$ cat src/rtl/neander_loader_pkg.sv
// Shared types and constants for the Neander program loader.
// Optional build macro: NEANDER_LOADER_CHECKSUM_EN (adds the CKSUM frame trailer).
package neander_loader_pkg;

    typedef enum logic [2:0] {
        IDLE     = 3'd0,
        GET_ADDR = 3'd1,
        GET_LEN  = 3'd2,
        DATA     = 3'd3,
        CKSUM    = 3'd4,
        DONE     = 3'd5
    } loader_state_t;

    // A length byte of zero encodes a full-memory (256 byte) image.
    localparam bit LEN_ZERO_MEANS_256 = 1'b1;

    // Running frame sum, modulo 256.
    function automatic logic [7:0] cksum_add(input logic [7:0] sum_i, input logic [7:0] byte_i);
        return sum_i + byte_i;
    endfunction

endpackage

$ cat src/rtl/neander_mem_mux.sv
// RAM write-port mux: the loader owns the port whenever a frame is in progress,
// otherwise the CPU port passes straight through with zero latency.
module neander_mem_mux #(
    parameter int ADDR_W = 8,
    parameter int DATA_W = 8
) (
    input  logic              sel_loader_i,
    input  logic [ADDR_W-1:0] cpu_addr_i,
    input  logic [DATA_W-1:0] cpu_wdata_i,
    input  logic              cpu_we_i,
    input  logic [ADDR_W-1:0] ld_addr_i,
    input  logic [DATA_W-1:0] ld_wdata_i,
    input  logic              ld_we_i,
    output logic [ADDR_W-1:0] ram_addr_o,
    output logic [DATA_W-1:0] ram_wdata_o,
    output logic              ram_we_o
);

    // Select the RAM port owner.
    always_comb begin
        ram_addr_o  = cpu_addr_i;
        ram_wdata_o = cpu_wdata_i;
        ram_we_o    = cpu_we_i;
        if (sel_loader_i) begin
            ram_addr_o  = ld_addr_i;
            ram_wdata_o = ld_wdata_i;
            ram_we_o    = ld_we_i;
        end else begin
            ram_addr_o  = cpu_addr_i;
            ram_wdata_o = cpu_wdata_i;
            ram_we_o    = cpu_we_i;
        end
    end

endmodule

$ cat src/rtl/neander_prog_loader.sv
// Neander program loader: accepts a framed byte stream (addr, len, data[len])
// and writes it into program RAM while holding the CPU in reset.
// Optional build macro: NEANDER_LOADER_CHECKSUM_EN appends a checksum byte to
// the frame; the frame only completes if addr+len+data+checksum == 0 mod 256.
module neander_prog_loader
    import neander_loader_pkg::*;
#(
    parameter bit BOOT_HOLD = 1'b1,
    parameter int ADDR_W    = 8,
    parameter int DATA_W    = 8
) (
    input  logic              clk,
    input  logic              reset,
    input  logic              ld_start,
    input  logic              ld_abort,
    input  logic              ld_valid,
    input  logic [DATA_W-1:0] ld_data,
    output logic              ld_ready,
    input  logic [ADDR_W-1:0] cpu_mem_addr,
    input  logic [DATA_W-1:0] cpu_mem_data_out,
    input  logic              cpu_mem_write,
    output logic [ADDR_W-1:0] ram_addr,
    output logic [DATA_W-1:0] ram_wdata,
    output logic              ram_we,
    output logic              cpu_reset,
    output logic              busy,
    output logic              done,
    output logic              err
);

    localparam int LEN_W = ADDR_W + 1;
    localparam logic [LEN_W-1:0]  LEN_FULL = {1'b1, {ADDR_W{1'b0}}};
    localparam logic [LEN_W-1:0]  LEN_ONE  = {{(LEN_W-1){1'b0}}, 1'b1};
    localparam logic [ADDR_W-1:0] ADDR_ONE = {{(ADDR_W-1){1'b0}}, 1'b1};

    loader_state_t     state_q, state_d;
    logic [ADDR_W-1:0] addr_cnt_q, addr_cnt_d;
    logic [LEN_W-1:0]  len_cnt_q, len_cnt_d;
    logic              hold_q, hold_d;
    logic              err_q, err_d;
`ifdef NEANDER_LOADER_CHECKSUM_EN
    logic [DATA_W-1:0] sum_q, sum_d;
`endif

    logic busy_s;
    logic abort_s;
    logic accept_s;
    logic ld_we_s;

    assign busy_s   = (state_q != IDLE);
    assign abort_s  = busy_s && ld_abort;
    assign accept_s = ld_valid && ld_ready;
    // An abort suppresses the write of the byte presented alongside it.
    assign ld_we_s  = (state_q == DATA) && ld_valid && !ld_abort;

    // Decode stream readiness from the current state.
    always_comb begin
        ld_ready = 1'b0;
        case (state_q)
            GET_ADDR: ld_ready = 1'b1;
            GET_LEN:  ld_ready = 1'b1;
            DATA:     ld_ready = 1'b1;
`ifdef NEANDER_LOADER_CHECKSUM_EN
            CKSUM:    ld_ready = 1'b1;
`endif
            default:  ld_ready = 1'b0;
        endcase
    end

    // Next-state and counter logic for the frame sequencer.
    always_comb begin
        state_d    = state_q;
        addr_cnt_d = addr_cnt_q;
        len_cnt_d  = len_cnt_q;
        hold_d     = hold_q;
        err_d      = err_q;
`ifdef NEANDER_LOADER_CHECKSUM_EN
        sum_d      = sum_q;
`endif
        if (abort_s) begin
            // Abandon the frame; the CPU stays held on the partial image.
            state_d = IDLE;
            err_d   = 1'b1;
        end else begin
            case (state_q)
                IDLE: begin
                    if (ld_start) begin
                        state_d = GET_ADDR;
                        hold_d  = 1'b1;
                        err_d   = 1'b0;
`ifdef NEANDER_LOADER_CHECKSUM_EN
                        sum_d   = {DATA_W{1'b0}};
`endif
                    end else begin
                        state_d = IDLE;
                    end
                end
                GET_ADDR: begin
                    if (accept_s) begin
                        addr_cnt_d = ld_data;
                        state_d    = GET_LEN;
`ifdef NEANDER_LOADER_CHECKSUM_EN
                        sum_d      = cksum_add(sum_q, ld_data);
`endif
                    end else begin
                        state_d = GET_ADDR;
                    end
                end
                GET_LEN: begin
                    if (accept_s) begin
                        if (LEN_ZERO_MEANS_256 && (ld_data == {DATA_W{1'b0}})) begin
                            len_cnt_d = LEN_FULL;
                        end else begin
                            len_cnt_d = {1'b0, ld_data};
                        end
                        state_d = DATA;
`ifdef NEANDER_LOADER_CHECKSUM_EN
                        sum_d   = cksum_add(sum_q, ld_data);
`endif
                    end else begin
                        state_d = GET_LEN;
                    end
                end
                DATA: begin
                    if (accept_s) begin
                        addr_cnt_d = addr_cnt_q + ADDR_ONE;
                        len_cnt_d  = len_cnt_q - LEN_ONE;
`ifdef NEANDER_LOADER_CHECKSUM_EN
                        sum_d      = cksum_add(sum_q, ld_data);
`endif
                        if (len_cnt_q == LEN_ONE) begin
`ifdef NEANDER_LOADER_CHECKSUM_EN
                            state_d = CKSUM;
`else
                            state_d = DONE;
`endif
                        end else begin
                            state_d = DATA;
                        end
                    end else begin
                        state_d = DATA;
                    end
                end
`ifdef NEANDER_LOADER_CHECKSUM_EN
                CKSUM: begin
                    if (accept_s) begin
                        if (cksum_add(sum_q, ld_data) == {DATA_W{1'b0}}) begin
                            state_d = DONE;
                        end else begin
                            state_d = IDLE;
                            err_d   = 1'b1;
                        end
                    end else begin
                        state_d = CKSUM;
                    end
                end
`endif
                DONE: begin
                    state_d = IDLE;
                    hold_d  = 1'b0;
                end
                default: begin
                    state_d = IDLE;
                end
            endcase
        end
    end

    // Sequencer state, counters, CPU hold and sticky error.
    always_ff @(posedge clk or posedge reset) begin
        if (reset) begin
            state_q    <= IDLE;
            addr_cnt_q <= {ADDR_W{1'b0}};
            len_cnt_q  <= {LEN_W{1'b0}};
            hold_q     <= BOOT_HOLD;
            err_q      <= 1'b0;
`ifdef NEANDER_LOADER_CHECKSUM_EN
            sum_q      <= {DATA_W{1'b0}};
`endif
        end else begin
            state_q    <= state_d;
            addr_cnt_q <= addr_cnt_d;
            len_cnt_q  <= len_cnt_d;
            hold_q     <= hold_d;
            err_q      <= err_d;
`ifdef NEANDER_LOADER_CHECKSUM_EN
            sum_q      <= sum_d;
`endif
        end
    end

    assign busy      = busy_s;
    assign done      = (state_q == DONE) && !ld_abort;
    assign err       = err_q;
    assign cpu_reset = reset | hold_q;

    neander_mem_mux #(
        .ADDR_W (ADDR_W),
        .DATA_W (DATA_W)
    ) u_mem_mux (
        .sel_loader_i (busy_s),
        .cpu_addr_i   (cpu_mem_addr),
        .cpu_wdata_i  (cpu_mem_data_out),
        .cpu_we_i     (cpu_mem_write),
        .ld_addr_i    (addr_cnt_q),
        .ld_wdata_i   (ld_data),
        .ld_we_i      (ld_we_s),
        .ram_addr_o   (ram_addr),
        .ram_wdata_o  (ram_wdata),
        .ram_we_o     (ram_we)
    );

endmodule

$ cat config.mk
export PLATFORM = sky130hd
export DESIGN_NAME = neander_prog_loader
export DESIGN_NICKNAME = d
export VERILOG_FILES = /design/src/rtl/neander_loader_pkg.sv /design/src/rtl/neander_mem_mux.sv /design/src/rtl/neander_prog_loader.sv
export SDC_FILE = /design/constraint.sdc
export NUM_CORES = 1
export LEC_CHECK = 0
export CORE_MARGIN = 5
export CORE_UTILIZATION = 45
export CTS_BUF_LIST = sky130_fd_sc_hd__clkbuf_4 sky130_fd_sc_hd__clkbuf_8
export DETAILED_ROUTE_END_ITERATION = 16
export HOLD_SLACK_MARGIN = 0.06
export PLACE_DENSITY = 0.83
export SLEW_MARGIN = 20
export SYNTH_ARGS = -nofsm -noshare
export SYNTH_HDL_FRONTEND = slang
export SYNTH_SLANG_ARGS = --single-unit
$ cat constraint.sdc
create_clock -name clk -period 2.4 [get_ports clk]
set_input_delay 0.48 -clock clk [delete_from_list [all_inputs] [get_ports clk]]
set_output_delay 0.48 -clock clk [all_outputs]
set_load 0.01 [all_outputs]
==> results of run 1 <==
where the power goes:
group	total [mW]	internal (mW)	switching, mW
Clock	0.288	0.169	0.119
Sequential	0.665	0.501	0.164
Combinational	0.857	0.454	0.403
per-stage QoR:
step	power [mW]	hold slack [ns]
floorplan	1.115	0.4737
global placement	1.487	0.4845
detailed placement	1.513	0.4831
CTS	1.798	0.5105
global route	1.939	0.5417
finish	1.810	0.5077
timing repair:
action | 4_1_cts | 5_1_grt
endpoints found under the setup margin | 6 | 12
buffers inserted | 1 | 1
hold buffers | 0 | 0
gates resized for setup | 8 | 5
path summary, 6_finish.rpt:
path | cells after the start | start | end
max in group asynchronous | 3 | reset | hold_q
worst max register to register | 4 | len_cnt_q[0] | len_cnt_q[7]
worst min register to register | 2 | hold_q | hold_q
min in group asynchronous | 3 | reset | err
worst max-delay path | 5 | state_q[0] | ram_addr[3]
worst min-delay path | 2 | hold_q | hold_q
routing by layer:
metal  vias to the layer above  GRT usage  part of all wire
met4                         0    0.04218            0.0096
met5                         -          0                 0
met1                       787     0.2623              0.43
met2                        61     0.3254              0.51
met3                         6    0.04538             0.056
li1                        838          -                 -
registers in the layout, indices dropped and copies added (netlist names):
register and cells:
addr_cnt_q 8, err 1, hold_q 1, len_cnt_q 9
state_q 3
worst max-delay path: stages (launching register included):
cell,delay (ns)
dfrtp_1,0.43
nor3_4,0.22
buf_6,0.18
nand2_1,0.06
nand2_1,0.06
clkdlybuf4s50_1,0.54
kinds of logic after synthesis:
family | after synthesis | share of synthesized area
compound gates | 53 | 0.2142
fa+ha+maj | 3 | 0.02425
buf+inv | 19 | 0.07275
flops | 22 | 0.3565
mux | 5 | 0.03557
simple gates | 98 | 0.2967
layout make-up:
type / instances / area share
Sequential cell: 22 / 0.2442
Clock buffer: 3 / 0.009967
Timing Repair Buffer: 72 / 0.2979
Multi-Input combinational cell: 159 / 0.3959
Inverter: 8 / 0.01329
Clock inverter: 1 / 0.01329
Tap cell: 46 / 0.02547
cell usage in the layout (no fill, tap or decap), types with 2 or more instances in the layout:
cell / n
clkbuf_4: 3
inv_1: 7
nor3_1: 4
ha_1: 3
buf_6: 2
o21ai_0: 14
nor2_1: 14
or4_4: 2
a31oi_1: 4
nand2b_1: 2
o21a_1: 2
mux2_2: 4
nor4_1: 3
a22oi_1: 2
nand3_1: 5
nand2_1: 56
buf_4: 19
dlymetal6s2s_1: 2
clkdlybuf4s50_1: 43
o22ai_1: 4
dfrtp_1: 21
nand4_1: 2
a2bb2oi_1: 5
dlygate4sd2_1: 6
a21oi_1: 15
==> run_results.csv, run 1 <==
group,metric,value,unit
place,postPlaceCellArea,2176,sq um
cts,cts_tree,"built",
final_layout,fin_cells,311,
synthesis,yosysTopAreaCell,"dfrtp_1",
final_layout,final_nets,299,
status,outcome,"finished clean",
synthesis,yosysSeqAreaShare,0.3565,
cts,htree_levels,1,
worst_setup_path,path_max_fanout,13,
synthesis,yosysUniqueCellTypes,41,
synthesis,syn_nets,233,
cts,cts_buffer_depth,2,
worst_hold_path,min_path_type,"flop to flop",
global_route,overflow,0,
final_layout,regArea,551.8,sq um
power,vdd_drop_max,0.5685,mV
final_layout,drive_gt1_frac,0.1472,
global_route,antenna_found_initial,0,
final_layout,area_delta_synth_final,46.00,%
timing,setup_viol,0,
synthesis,synth_most_common_cell,"nand2_1",
final_layout,num_antenna_cells,0,
route,drtPass1Iterations,5,
synthesis,synthArstFlopShare,1.000,
cts,root_buffer,"clkbuf_4",
synthesis,yosysTopAreaCellShare,0.3395,
worst_setup_path,cp.required,1.92,ns
timing,rsz0062_at_grt,"false",
worst_setup_path,criticalPathCategory,"flop to output pin",
synthesis,synthTopCellsByArea,"dfrtp_1 (34%), nand2_1 (14%), a21oi_1 (4.9%), o21ai_0 (4.5%), clkbuf_8 (3.6%)",
floorplan,die_w,68.65,um
power,p_leak,1.019,nW
floorplan,coreArea,3337,sq um
synthesis,synth_area,1548,sq um
floorplan,dieArea,4712,sq um
timing,maxSlewViolCount,0,
synthesis,synth_common_cells,"nand2_1 (56), dfrtp_1 (21), a21oi_1 (15)",
floorplan,die_h,68.65,um
global_route,grt_max_degree,28,
synthesis,avgSynthCellArea,7.739,sq um
place,post-place-ws,-0.1269,ns
place,dp.cells,305,
route,initialDrtViolationCount,105,
global_route,grt_pass1_wl,7079,um
route,avgViaCountPerCell,5.441,
timing,final.setup.tns,0,ns
floorplan,rows,21,
final_layout,n_fill_cell,290,
timing,worst_slack,0.1113,ns
floorplan,pin_count,52,
synthesis,synthCells,200,
worst_setup_path,rrSetupSlack,0.56,ns
route,wl_per_cell,14.70,um
timing,final.period_utilization,0.9536,
worst_setup_path,critPathCaptureType,"output pin",
timing,slew_headroom,0.5599,
cts,cts_sinks,22,
cts,path_clk_slew,0.14,ns
route,route.detailed.drc,0,
synthesis,synth-edff-count,0,
place,place.detailed.hpwl,3385,um
route,vias,1692,
timing,min_period,2.289,ns
final_layout,post-route-util,0.6772,
timing,clock_skew,0.01437,ns
synthesis,synthFlopType,"dfrtp_1",
global_route,grt_pass1_vias,1537,
worst_setup_path,start_kind,"flop",
cts,numCtsBuffers,3,
route,routed_wl,4572,um
final_layout,fin_area,2260,sq um
final_layout,multi_input_area,894.6,sq um
power,power_density,800.8,nW/um^2
job,cap_viol_max_count,0,
floorplan,start_util,0.4638,
timing,worst_slew_pin_slew,0.6541,ns
synthesis,ys_ff_latch,22,
worst_setup_path,critPathArrivalTime,1.81,ns
synthesis,yosysWarnings,0,
global_route,track_usage,0.1974,
place,numPortBuffers,51,
timing,hold_viol,0,
route,ant_nets,0,
timing,max_freq,436.9,MHz
cts,clk_latency,0.32,ns
place,place_congestion,0.8103,
No activity file was read; power rests on OpenSTA's default activity.
==> inputs of run 2 (changes only) <==
==> constraint.sdc (replaced) <==
create_clock -name clk -period 2.6 [get_ports clk]
set_input_delay 0.52 -clock clk [delete_from_list [all_inputs] [get_ports clk]]
set_output_delay 0.52 -clock clk [all_outputs]
set_load 0.01 [all_outputs]
==> run 2 against run 1 <==
Against the previous run:
- wire length decreased by 0.55%
- register-to-register slack improved by 0.03 ns
- critical path type is now input port to output pin
- highest routed layer unchanged
- worst hold slack better by 0.011 ns
==> run_results.csv, run 2 (synthesis results as in run 1) <==
group,metric,value,unit
status,outcome,"finished clean",
route,ant_nets,0,
timing,final.setup.tns,0,ns
global_route,track_usage,0.2016,
global_route,overflow,0,
floorplan,die_w,68.65,um
timing,clock_skew,0.01261,ns
timing,maxSlewViolCount,0,
timing,final.period_utilization,0.9652,
floorplan,pin_count,52,
worst_setup_path,crit_chain,"clkdlybuf4s50_1 > nor3b_2 > nand2_2 > o21ai_0 > clkdlybuf4s50_1",
cts,cts_sinks,22,
route,drtPass1Iterations,4,
place,place.detailed.hpwl,3438,um
worst_setup_path,slowest_stage,"clkdlybuf4s50_1",
floorplan,coreArea,3337,sq um
final_layout,fin_area,2216,sq um
cts,root_buffer,"clkbuf_4",
global_route,grt_pass1_vias,1598,
final_layout,reg_top3,"len_cnt_q (9), addr_cnt_q (8), state_q (3)",
route,wl_met2,2430,um
route,initialDrtViolationCount,129,
global_route,antenna_found_initial,0,
route,vias,1673,
worst_hold_path,min_path_type,"flop to flop",
worst_hold_path,min-delay-start,"hold_q",
route,wl_per_cell,14.91,um
worst_setup_path,start_kind,"input port",
timing,max_freq,398.5,MHz
worst_setup_path,critPathArrivalTime,1.99,ns
worst_setup_path,critPathCaptureType,"output pin",
final_layout,drive_gt1_frac,0.1313,
cts,path_clk_slew,0.14,ns
global_route,grt_pass1_wl,7203,um
route,routed_wl,4547,um
final_layout,area_delta_synth_final,43.17,%
worst_setup_path,cp.required,2.08,ns
timing,worst_slack,0.09040,ns
route,top_layer_used,"met4",
place,postPlaceCellArea,2146,sq um
worst_setup_path,worst_path_most_repeated_cell,"clkdlybuf4s50_1",
worst_setup_path,reg2reg_from,"len_cnt_q[0]",
floorplan,start_util,0.4638,
cts,cts_tree,"built",
timing,setup_viol,0,
worst_setup_path,crit_family,"buffers and inverters",
final_layout,final_cell_mix,"nand2_1 (56), clkdlybuf4s50_1 (50), dfrtp_1 (21), a21oi_1 (15)",
place,post-place-ws,0.0007958,ns
route,dr_wl_met3,284,um
floorplan,dieArea,4712,sq um
worst_setup_path,slowest_delay,0.55,ns
global_route,grt_max_degree,23,
timing,worst_slew_pin_slew,0.7209,ns
final_layout,largest_reg_flops,9,
worst_setup_path,critPathBufInv,2,
worst_setup_path,path_max_fanout,2,
power,power_density,751.5,nW/um^2
final_layout,regMostFlops,"len_cnt_q",
cts,clk_latency,0.32,ns
timing,min_period,2.510,ns
worst_setup_path,criticalPathCategory,"input port to output pin",
place,numPortBuffers,51,
floorplan,die_h,68.65,um
worst_setup_path,startpoint,"ld_abort",
place,place_congestion,0.7875,
job,cap_viol_max_count,0,
final_layout,num_antenna_cells,0,
cts,htree_levels,1,
power,p_leak,0.9740,nW
route,route.detailed.drc,0,
timing,rsz0062_at_grt,"false",
timing,hold_viol,0,
timing,slew_headroom,0.5184,
final_layout,final_nets,293,
route,avgViaCountPerCell,5.485,
route,m1WireLength,1821,um
cts,numCtsBuffers,3,
floorplan,rows,21,
power,vdd_drop_max,0.8787,mV
cts,cts_buffer_depth,2,
final_layout,final_common_cell,"nand2_1",
run 2: power by group:
group | leakage [nW] | total (mW) | switching (mW) | internal, mW
Clock | 0.0279 | 0.269 | 0.114 | 0.156
Combinational | 0.689 | 0.781 | 0.368 | 0.413
Sequential | 0.257 | 0.614 | 0.152 | 0.462
Total | 0.974 | 1.67 | 0.634 | 1.03
run 2: worst reg2reg max path, stage by stage (launching register included):
cell and delay (ns):
dfrtp_1 0.46, inv_1 0.08, ha_1 0.17, nor3b_1 0.61, nand2_1 0.13, o32a_1 0.32, o21ai_0 0.16
run 2: repair_timing:
action | in CTS | in global routing
pin swaps | 0 | 0
setup buffers | 0 | 0
hold buffers | 0 | 0
resized for setup | 2 | 3
endpoints found under the setup margin | 2 | 5
run 2: metal layers:
| metal | vias to the layer above | global-route usage |
|---|---|---|
| met4 | 0 | 0.05211 |
| li1 | 822 | - |
| met3 | 2 | 0.05511 |
| met1 | 792 | 0.2545 |
| met2 | 57 | 0.3373 |
| met5 | - | 0 |
run 2: layout make-up:
| class | instances | area (sq um) |
|---|---|---|
| Multi-Input combinational cell | 159 | 894.6 |
| Inverter | 8 | 30.03 |
| Clock buffer | 3 | 22.52 |
| Fill cell | 296 | 1121 |
| Clock inverter | 1 | 30.03 |
| Tap cell | 46 | 57.56 |
| Timing Repair Buffer | 66 | 629.4 |
| Sequential cell | 22 | 551.8 |
run 2: metrics by stage:
| step | util | hold slack, ns | instances | power, mW |
|---|---|---|---|---|
| 2_1_floorplan | - | 0.4737 | 200 | 1.029 |
| 4_1_cts | 0.6614 | 0.5221 | 305 | 1.663 |
| 5_1_grt | 0.6640 | 0.5412 | 305 | 1.789 |
| 3_5_place_dp | 0.6430 | 0.4990 | 301 | 1.389 |
| 3_3_place_gp | 0.6430 | 0.4926 | 301 | 1.366 |
| 6_report | 0.6640 | 0.5185 | 305 | 1.665 |
run 2: worst paths after layout:
path / end / slack (ns) / cells after the start
hold reg to reg: hold_q / 0.52 / 2
min in group asynchronous: err / 0.54 / 3
hold / removal: hold_q / 0.52 / 2
max in group asynchronous: hold_q / 1.79 / 3
setup / recovery: ram_we / 0.09 / 5
setup reg to reg: len_cnt_q[8] / 0.59 / 6
